[src/rtl/if_fetch_stage_if.sv]
// rtl/if_fetch_stage_if.sv - instruction memory bus and IF/ID pipeline register bundle
//
// Purpose:
//   Groups the fetch stage's bus signals so the stage, the instruction memory
//   and the decode stage share one connection point.
//
// Signals:
//   rom_addr_o  fetch address driven by the fetch stage (its PC register)
//   rom_ce_o    instruction memory chip enable driven by the fetch stage
//   rom_data_i  instruction word returned combinationally by the memory
//   id_pc_o     PC of the instruction held in IF/ID
//   id_inst_o   instruction held in IF/ID
//   id_valid_o  IF/ID holds a real instruction (0 = bubble)
//
// Modports:
//   master  fetch stage side (drives address, enable and IF/ID)
//   slave   memory/decode side (returns the instruction word)

interface if_fetch_stage_if #(
   parameter int ADDR_W = 32,
   parameter int INST_W = 32
);
   logic [ADDR_W-1:0] rom_addr_o;
   logic              rom_ce_o;
   logic [INST_W-1:0] rom_data_i;
   logic [ADDR_W-1:0] id_pc_o;
   logic [INST_W-1:0] id_inst_o;
   logic              id_valid_o;

   modport master (
      output rom_addr_o,
      output rom_ce_o,
      input  rom_data_i,
      output id_pc_o,
      output id_inst_o,
      output id_valid_o
   );

   modport slave (
      input  rom_addr_o,
      input  rom_ce_o,
      output rom_data_i,
      input  id_pc_o,
      input  id_inst_o,
      input  id_valid_o
   );
endinterface

[src/rtl/if_fetch_stage.sv]
// rtl/if_fetch_stage.sv - instruction fetch stage with stall, branch redirect and exception redirect
//
// Purpose:
//   Holds the PC, drives the instruction memory address/enable, and registers
//   {pc, instruction} into the IF/ID pipeline register for decode.
//   Priority per edge once fetching is enabled: exception, redirect, stall,
//   sequential advance. A flush (exception or redirect) is never held back
//   by a stall.
//
// Ports:
//   clk            rising-edge clock
//   rst            asynchronous active-low reset (0 = reset)
//   stall_i        hold PC and IF/ID
//   redirect_i     branch/jump taken: flush IF/ID, load redirect_pc_i
//   redirect_pc_i  redirect target (bits [1:0] ignored)
//   exc_i          exception: flush IF/ID, load EXC_VECTOR
//   fetch_bus      master side of if_fetch_stage_if (ROM bus + IF/ID outputs)
//
// Optional feature (macro IF_PERF_CNT_EN):
//   fetch_cnt_o    saturating count of IF/ID loads with valid=1
//   stall_cnt_o    saturating count of edges stalled without a flush

module if_fetch_stage #(
   parameter int                ADDR_W     = 32,
   parameter int                INST_W     = 32,
   parameter logic [ADDR_W-1:0] RESET_PC   = 32'h0000_0000,
   parameter logic [ADDR_W-1:0] EXC_VECTOR = 32'h8000_0004,
   parameter logic [INST_W-1:0] NOP_INST   = 32'h0000_0000
) (
   input  logic              clk,
   input  logic              rst,
   input  logic              stall_i,
   input  logic              redirect_i,
   input  logic [ADDR_W-1:0] redirect_pc_i,
   input  logic              exc_i,
   if_fetch_stage_if.master  fetch_bus
`ifdef IF_PERF_CNT_EN
   ,
   output logic [31:0]       fetch_cnt_o,
   output logic [31:0]       stall_cnt_o
`endif
);

   // ST_IDLE: first cycle after reset, memory not yet enabled.
   // ST_FETCH: normal operation, chip enable held high.
   typedef enum logic {
      ST_IDLE  = 1'b0,
      ST_FETCH = 1'b1
   } state_t;

   // What the current edge does to PC and IF/ID.
   typedef enum logic [2:0] {
      ACT_IDLE     = 3'd0,
      ACT_EXC      = 3'd1,
      ACT_REDIRECT = 3'd2,
      ACT_STALL    = 3'd3,
      ACT_ADVANCE  = 3'd4
   } action_t;

   state_t            state_q;
   state_t            state_nxt;
   action_t           act;

   logic              ce_q;
   logic              ce_nxt;
   logic [ADDR_W-1:0] pc_q;
   logic [ADDR_W-1:0] pc_nxt;
   logic [ADDR_W-1:0] id_pc_q;
   logic [ADDR_W-1:0] id_pc_nxt;
   logic [INST_W-1:0] id_inst_q;
   logic [INST_W-1:0] id_inst_nxt;
   logic              id_valid_q;
   logic              id_valid_nxt;

   // Redirect targets are word aligned so pc[1:0] stays zero.
   logic [ADDR_W-1:0] redirect_pc_aligned;
   assign redirect_pc_aligned = {redirect_pc_i[ADDR_W-1:2], 2'b00};

   // ---------------------------------------------------------------------
   // State and pipeline registers
   // ---------------------------------------------------------------------
   always_ff @(posedge clk or negedge rst) begin
      if (!rst) begin
         state_q    <= ST_IDLE;
         ce_q       <= 1'b0;
         pc_q       <= RESET_PC;
         id_pc_q    <= '0;
         id_inst_q  <= NOP_INST;
         id_valid_q <= 1'b0;
      end else begin
         state_q    <= state_nxt;
         ce_q       <= ce_nxt;
         pc_q       <= pc_nxt;
         id_pc_q    <= id_pc_nxt;
         id_inst_q  <= id_inst_nxt;
         id_valid_q <= id_valid_nxt;
      end
   end

   // ---------------------------------------------------------------------
   // Next-state and datapath selection
   // ---------------------------------------------------------------------
   always_comb begin
      state_nxt    = state_q;
      act          = ACT_IDLE;
      ce_nxt       = ce_q;
      pc_nxt       = pc_q;
      id_pc_nxt    = id_pc_q;
      id_inst_nxt  = id_inst_q;
      id_valid_nxt = id_valid_q;

      case (state_q)
         ST_IDLE: begin
            // Memory is disabled this cycle: PC holds, IF/ID takes a bubble.
            state_nxt = ST_FETCH;
            ce_nxt    = 1'b1;
            act       = ACT_IDLE;
         end
         ST_FETCH: begin
            ce_nxt = 1'b1;
            if (exc_i) begin
               act = ACT_EXC;
            end else if (redirect_i) begin
               act = ACT_REDIRECT;
            end else if (stall_i) begin
               act = ACT_STALL;
            end else begin
               act = ACT_ADVANCE;
            end
         end
         default: begin
            state_nxt = ST_IDLE;
            ce_nxt    = 1'b0;
            act       = ACT_IDLE;
         end
      endcase

      case (act)
         ACT_IDLE: begin
            id_pc_nxt    = '0;
            id_inst_nxt  = NOP_INST;
            id_valid_nxt = 1'b0;
         end
         ACT_EXC: begin
            pc_nxt       = EXC_VECTOR;
            id_pc_nxt    = '0;
            id_inst_nxt  = NOP_INST;
            id_valid_nxt = 1'b0;
         end
         ACT_REDIRECT: begin
            pc_nxt       = redirect_pc_aligned;
            id_pc_nxt    = '0;
            id_inst_nxt  = NOP_INST;
            id_valid_nxt = 1'b0;
         end
         ACT_STALL: begin
            // Everything already defaults to hold.
         end
         ACT_ADVANCE: begin
            // Wraps silently at the top of the address space.
            pc_nxt       = pc_q + ADDR_W'(4);
            id_pc_nxt    = pc_q;
            id_inst_nxt  = fetch_bus.rom_data_i;
            id_valid_nxt = 1'b1;
         end
         default: begin
            id_pc_nxt    = '0;
            id_inst_nxt  = NOP_INST;
            id_valid_nxt = 1'b0;
         end
      endcase
   end

   // All outputs come straight from registers; no input reaches them
   // combinationally.
   assign fetch_bus.rom_addr_o = pc_q;
   assign fetch_bus.rom_ce_o   = ce_q;
   assign fetch_bus.id_pc_o    = id_pc_q;
   assign fetch_bus.id_inst_o  = id_inst_q;
   assign fetch_bus.id_valid_o = id_valid_q;

`ifdef IF_PERF_CNT_EN
   // ---------------------------------------------------------------------
   // Performance counters (saturating)
   // ---------------------------------------------------------------------
   logic [31:0] fetch_cnt_q;
   logic [31:0] stall_cnt_q;

   always_ff @(posedge clk or negedge rst) begin
      if (!rst) begin
         fetch_cnt_q <= '0;
         stall_cnt_q <= '0;
      end else begin
         if ((act == ACT_ADVANCE) && (fetch_cnt_q != 32'hFFFF_FFFF)) begin
            fetch_cnt_q <= fetch_cnt_q + 32'd1;
         end
         if ((act == ACT_STALL) && (stall_cnt_q != 32'hFFFF_FFFF)) begin
            stall_cnt_q <= stall_cnt_q + 32'd1;
         end
      end
   end

   assign fetch_cnt_o = fetch_cnt_q;
   assign stall_cnt_o = stall_cnt_q;
`endif

endmodule

[src/flat_wrapper.sv]
// flat-port wrapper written by rule: the top's interface ports become plain ports
module if_fetch_stage_flat 
#(
   parameter int                ADDR_W     = 32,
   parameter int                INST_W     = 32,
   parameter logic [ADDR_W-1:0] RESET_PC   = 32'h0000_0000,
   parameter logic [ADDR_W-1:0] EXC_VECTOR = 32'h8000_0004,
   parameter logic [INST_W-1:0] NOP_INST   = 32'h0000_0000
)
  (clk, rst, stall_i, redirect_i, redirect_pc_i, exc_i, fetch_bus_rom_addr_o, fetch_bus_rom_ce_o, fetch_bus_rom_data_i, fetch_bus_id_pc_o, fetch_bus_id_inst_o, fetch_bus_id_valid_o);
  if_fetch_stage_if #(.ADDR_W(ADDR_W), .INST_W(INST_W)) fetch_bus_i ();
  input  logic clk;
  input  logic rst;
  input  logic stall_i;
  input  logic redirect_i;
  input  logic [ADDR_W-1:0] redirect_pc_i;
  input  logic exc_i;
  output wire logic [$bits(fetch_bus_i.rom_addr_o)-1:0] fetch_bus_rom_addr_o;
  output wire logic [$bits(fetch_bus_i.rom_ce_o)-1:0] fetch_bus_rom_ce_o;
  input wire logic [$bits(fetch_bus_i.rom_data_i)-1:0] fetch_bus_rom_data_i;
  output wire logic [$bits(fetch_bus_i.id_pc_o)-1:0] fetch_bus_id_pc_o;
  output wire logic [$bits(fetch_bus_i.id_inst_o)-1:0] fetch_bus_id_inst_o;
  output wire logic [$bits(fetch_bus_i.id_valid_o)-1:0] fetch_bus_id_valid_o;
  assign fetch_bus_rom_addr_o = fetch_bus_i.rom_addr_o;
  assign fetch_bus_rom_ce_o = fetch_bus_i.rom_ce_o;
  assign fetch_bus_i.rom_data_i = fetch_bus_rom_data_i;
  assign fetch_bus_id_pc_o = fetch_bus_i.id_pc_o;
  assign fetch_bus_id_inst_o = fetch_bus_i.id_inst_o;
  assign fetch_bus_id_valid_o = fetch_bus_i.id_valid_o;
  if_fetch_stage #(.ADDR_W(ADDR_W), .INST_W(INST_W), .RESET_PC(RESET_PC), .EXC_VECTOR(EXC_VECTOR), .NOP_INST(NOP_INST)) u_core (.clk(clk), .rst(rst), .stall_i(stall_i), .redirect_i(redirect_i), .redirect_pc_i(redirect_pc_i), .exc_i(exc_i), .fetch_bus(fetch_bus_i));
endmodule
[config.mk]
export PLATFORM = sky130hd
export DESIGN_NAME = if_fetch_stage_flat
export DESIGN_NICKNAME = d
export VERILOG_FILES = /design/src/rtl/if_fetch_stage_if.sv /design/src/rtl/if_fetch_stage.sv /design/src/flat_wrapper.sv
export SDC_FILE = /design/constraint.sdc
export NUM_CORES = 1
export LEC_CHECK = 0
export BUFFER_PORTS_ARGS = -buffer_cell sky130_fd_sc_hd__buf_4
export CAP_MARGIN = 25
export CORE_MARGIN = 2
export CORE_UTILIZATION = 45
export CTS_BUF_LIST = sky130_fd_sc_hd__clkbuf_4 sky130_fd_sc_hd__clkbuf_8
export DETAILED_ROUTE_END_ITERATION = 7
export PLACE_DENSITY = 0.78
export REMOVE_ABC_BUFFERS = 1
export SLEW_MARGIN = 10
export SYNTH_ARGS = -nofsm -noshare
export SYNTH_HDL_FRONTEND = slang
export SYNTH_SLANG_ARGS = --single-unit
[constraint.sdc]
create_clock -name clk -period 1.62 [get_ports clk]
set_input_delay 0.243 -clock clk [delete_from_list [all_inputs] [get_ports clk]]
set_output_delay 0.243 -clock clk [all_outputs]
set_load 0.005 [all_outputs]
==> results.yml <==
pwr:
  power_frac_clock: 0.328
  power_switching_share: 0.2620
  p_int_uw: 3577
  combPwrFrac: 0.153
  power.density_mw_per_mm2: 771.2
  pwr-share-seq: 0.519
  irDropWorstVdd_mv: 0.4856
  switchingPower_uw: 1270
  power.leakage_uw: 0.003236
floorplan:
  rows: 35
  die_y_um: 100.6
  die_w_um: 100.6
  initial_utilization: 0.4591
  core_mm2: 0.009153
  io_pins: 167
  die_area_mm2: 0.01013
drt:
  drt-initial-drc-count: 190
  final_antenna_net_count: 0
  drtPass1Iterations: 6
  viasPerCell: 5.657
  wl_mm: 12.25
  vias: 3926
  drc: 0
  wl_per_cell_um: 17.65
layout:
  fillerInstances: 682
  area_growth_pct: 49.58
  diodes: 0
  regArea_mm2: 0.002352
  design_area_mm2: 0.006285
  layout_common_cells: "buf_4, dfrtp_1, a22o_1"
  stdcell_count: 694
  final_common_cell: "buf_4"
  layout-drive-gt1-share: 0.4477
  final_util: 0.6867
  multi_input_area_mm2: 0.001778
  finish.net_count: 649
logic_synthesis:
  synth-async-reset-ratio: 1.000
  ys_types: 52
  synth_top_family_by_area: "compound AO/OA/AOI/OAI gates"
  synth_warnings: 0
  yosys.area_share.adder: 0.005956
  synth.largest_area_cell: "dfrtp_1"
  synth.cell_area_mm2: 0.004202
  synth_mux_area_frac: 0.004765
  synth_cells: 373
  synth-seq-cells: 94
  synth_top_area_share: 0.5599
  synth-simple-area-share: 0.1456
  synth_xor_area_frac: 0.01042
  seq_area_frac_synth: 0.5599
  synthFlopType: "dfrtp_1"
  synth-compound-area-share: 0.2302
  synth-edff-count: 0
  yosys-top-cells-area: "dfrtp_1, a22o_1, nand2_1"
  synth.avg_cell_area_um2: 11.26
job:
  drv_cap: 0
setup_path:
  critPathKind: "register to register"
  worstPathCellList: "nand3_1 -> nor4_4 -> buf_12 -> nand4_1 -> mux2i_1 -> a221o_1"
  cp_max_fo: 6
  required_ps: 1860
  critical_path_buf_inv_count: 1
  critPathMaxStageDelay_ps: 410
  ff2ff_path_depth: 6
  cp_top_family: "simple AND/OR/NAND/NOR gates"
  arrival_ps: 2030
  crit_path_end_kind: "register"
  cp_slowest_cell: "dfrtp_1"
  r2r_slack_ps: -170
  r2r-start: "u_core.fetch_bus.rom_addr_o[9]"
  worstReg2RegEnd: "u_core.fetch_bus.rom_addr_o[23]"
  cp-start-kind: "register"
placed_design:
  dpl_cell_area_mm2: 0.005876
  portBuffers: 160
  gp_congestion: 0.8517
  dp.cells: 666
  dp_hpwl_mm: 8.420
global_routing:
  grt-ovfl-total: 0
  antenna_found_initial: 0
  grt_max_degree: 36
  grtUsageTotal: 0.2328
  grt_pass1_wl_mm: 18.79
  grt_pass1_vias: 3751
sta:
  finalHoldViolations: 0
  drv_slew: 0
  clock_skew_ps: 13.72
  whs_ps: 102.9
  rsz0062_at_grt: "true"
  fin_ws_ps: -168.6
  fin_crit_sh: 1.104
  setup_violations: 17
  max_freq_mhz: 559.1
  finalCriticalPeriod_ps: 1789
clock_tree:
  worst_skew_pair.late_latency_ps: 350
  cts.sinks: 94
  clk_pin_slew_ps: 100
  clockBufferDepth: 2
  cts_max_level: 3
  cts_root_buf: "clkbuf_8"
  numCtsBuffers: 9
  cts_tree: "yes"
worst_hold_path:
  hold_end: "u_core.fetch_bus.rom_addr_o[24]"
  min-delay-path-class: "input pin to register"
  hold_depth: 3
  min_from: "redirect_pc_i[24]"
status:
  status: "finished, violations left"
  violations: "negative setup slack"
-- flip-flops by register name, indices dropped and copies added (netlist names) --
signal,count
u_core.fetch_bus.rom_ce_o,1
u_core.fetch_bus.rom_addr_o,30
u_core.fetch_bus.id_valid_o,1
u_core.fetch_bus.id_pc_o,30
u_core.fetch_bus.id_inst_o,32
-- cell type report --
type | instances | area share
clock inverter | 6 | 0.01135
clock buffer | 10 | 0.02090
sequential | 94 | 0.3743
multi-input combinational | 245 | 0.2829
timing repair buffer | 224 | 0.2861
inverter | 4 | 0.002389
tap | 111 | 0.02210
-- cells by family after synthesis --
kind of cell,count (synthesis)
AO/OA/AOI/OAI,126
AND/OR/NAND/NOR,105
flip-flops,94
buffers and inverters,37
XOR/XNOR,5
adder cells (fa/ha/maj),2
other,2
multiplexers,2
-- per-layer routing --
metal  vias to the layer above  GRT usage  share of wire
met1                      1927     0.3181           0.44
met4                         0    0.07165          0.020
met5                         -          0              0
li1                       1823          -              -
met3                        24    0.03537          0.059
met2                       152     0.3841           0.49
-- worst min-delay path, stage by stage --
cell      delay, ps
buf_4            70
nand2_1          50
o311ai_2         60
-- timing repair --
| action | in CTS | in global routing |
|---|---|---|
| hold buffers | 1 | 0 |
| resized for setup | 11 | 15 |
| gates cloned | 0 | 0 |
| pin swaps | 13 | 8 |
| buffers inserted | 5 | 6 |
| setup endpoints to repair | 16 | 21 |
| endpoints found under the hold margin | 27 | 0 |
-- Yosys cell counts (3+ instances only) --
cell	number
o311ai_1	3
clkbuf_1	16
and2_1	3
and3_1	6
buf_2	10
inv_1	4
a21oi_1	10
dfrtp_1	94
nor3_1	5
o21ai_0	11
o211ai_1	4
o21ai_1	11
a22oi_1	8
nand4_1	10
and4_1	3
nand3_1	11
nand2_1	38
nor2_1	11
a221o_1	9
buf_4	4
a22o_1	58
xor2_1	5
a31oi_1	4
-- through the flow --
step / setup TNS, ps / setup WS (ps) / power (µW)
after CTS: -718.4 / -105.1 / 4851
after global placement: -524.3 / -115.0 / 3234
after floorplan: -186530 / -3094 / 2752
final: -1501 / -168.6 / 4847
after global routing: -2949 / -231.9 / 5062
after detailed placement: -989.9 / -183.0 / 3257
-- power by group through the flow --
stage               clock network, µW  registers [µW]  logic [µW]
CTS                              1620            2510         719
finish                           1590            2510         741
global placement                    0            2540         690
floorplan                           0            2590         166
global route                     1730            2530         804
detailed placement                  0            2550         705
-- worst max path at each step --
stage,cells after the start,startpoint,endpoint
6_report,6,u_core.fetch_bus.rom_addr_o[9],u_core.fetch_bus.rom_addr_o[23]
5_1_grt,6,u_core.fetch_bus.rom_addr_o[8],u_core.fetch_bus.rom_addr_o[23]
4_1_cts,7,u_core.fetch_bus.rom_addr_o[13],u_core.fetch_bus.rom_addr_o[30]
3_5_place_dp,7,u_core.fetch_bus.rom_addr_o[2],u_core.fetch_bus.rom_addr_o[30]
3_3_place_gp,7,u_core.fetch_bus.rom_addr_o[2],u_core.fetch_bus.rom_addr_o[30]
2_1_floorplan,4,u_core.fetch_bus.rom_ce_o,u_core.fetch_bus.rom_addr_o[31]
Note: power is estimated with default switching activity, not from simulation.
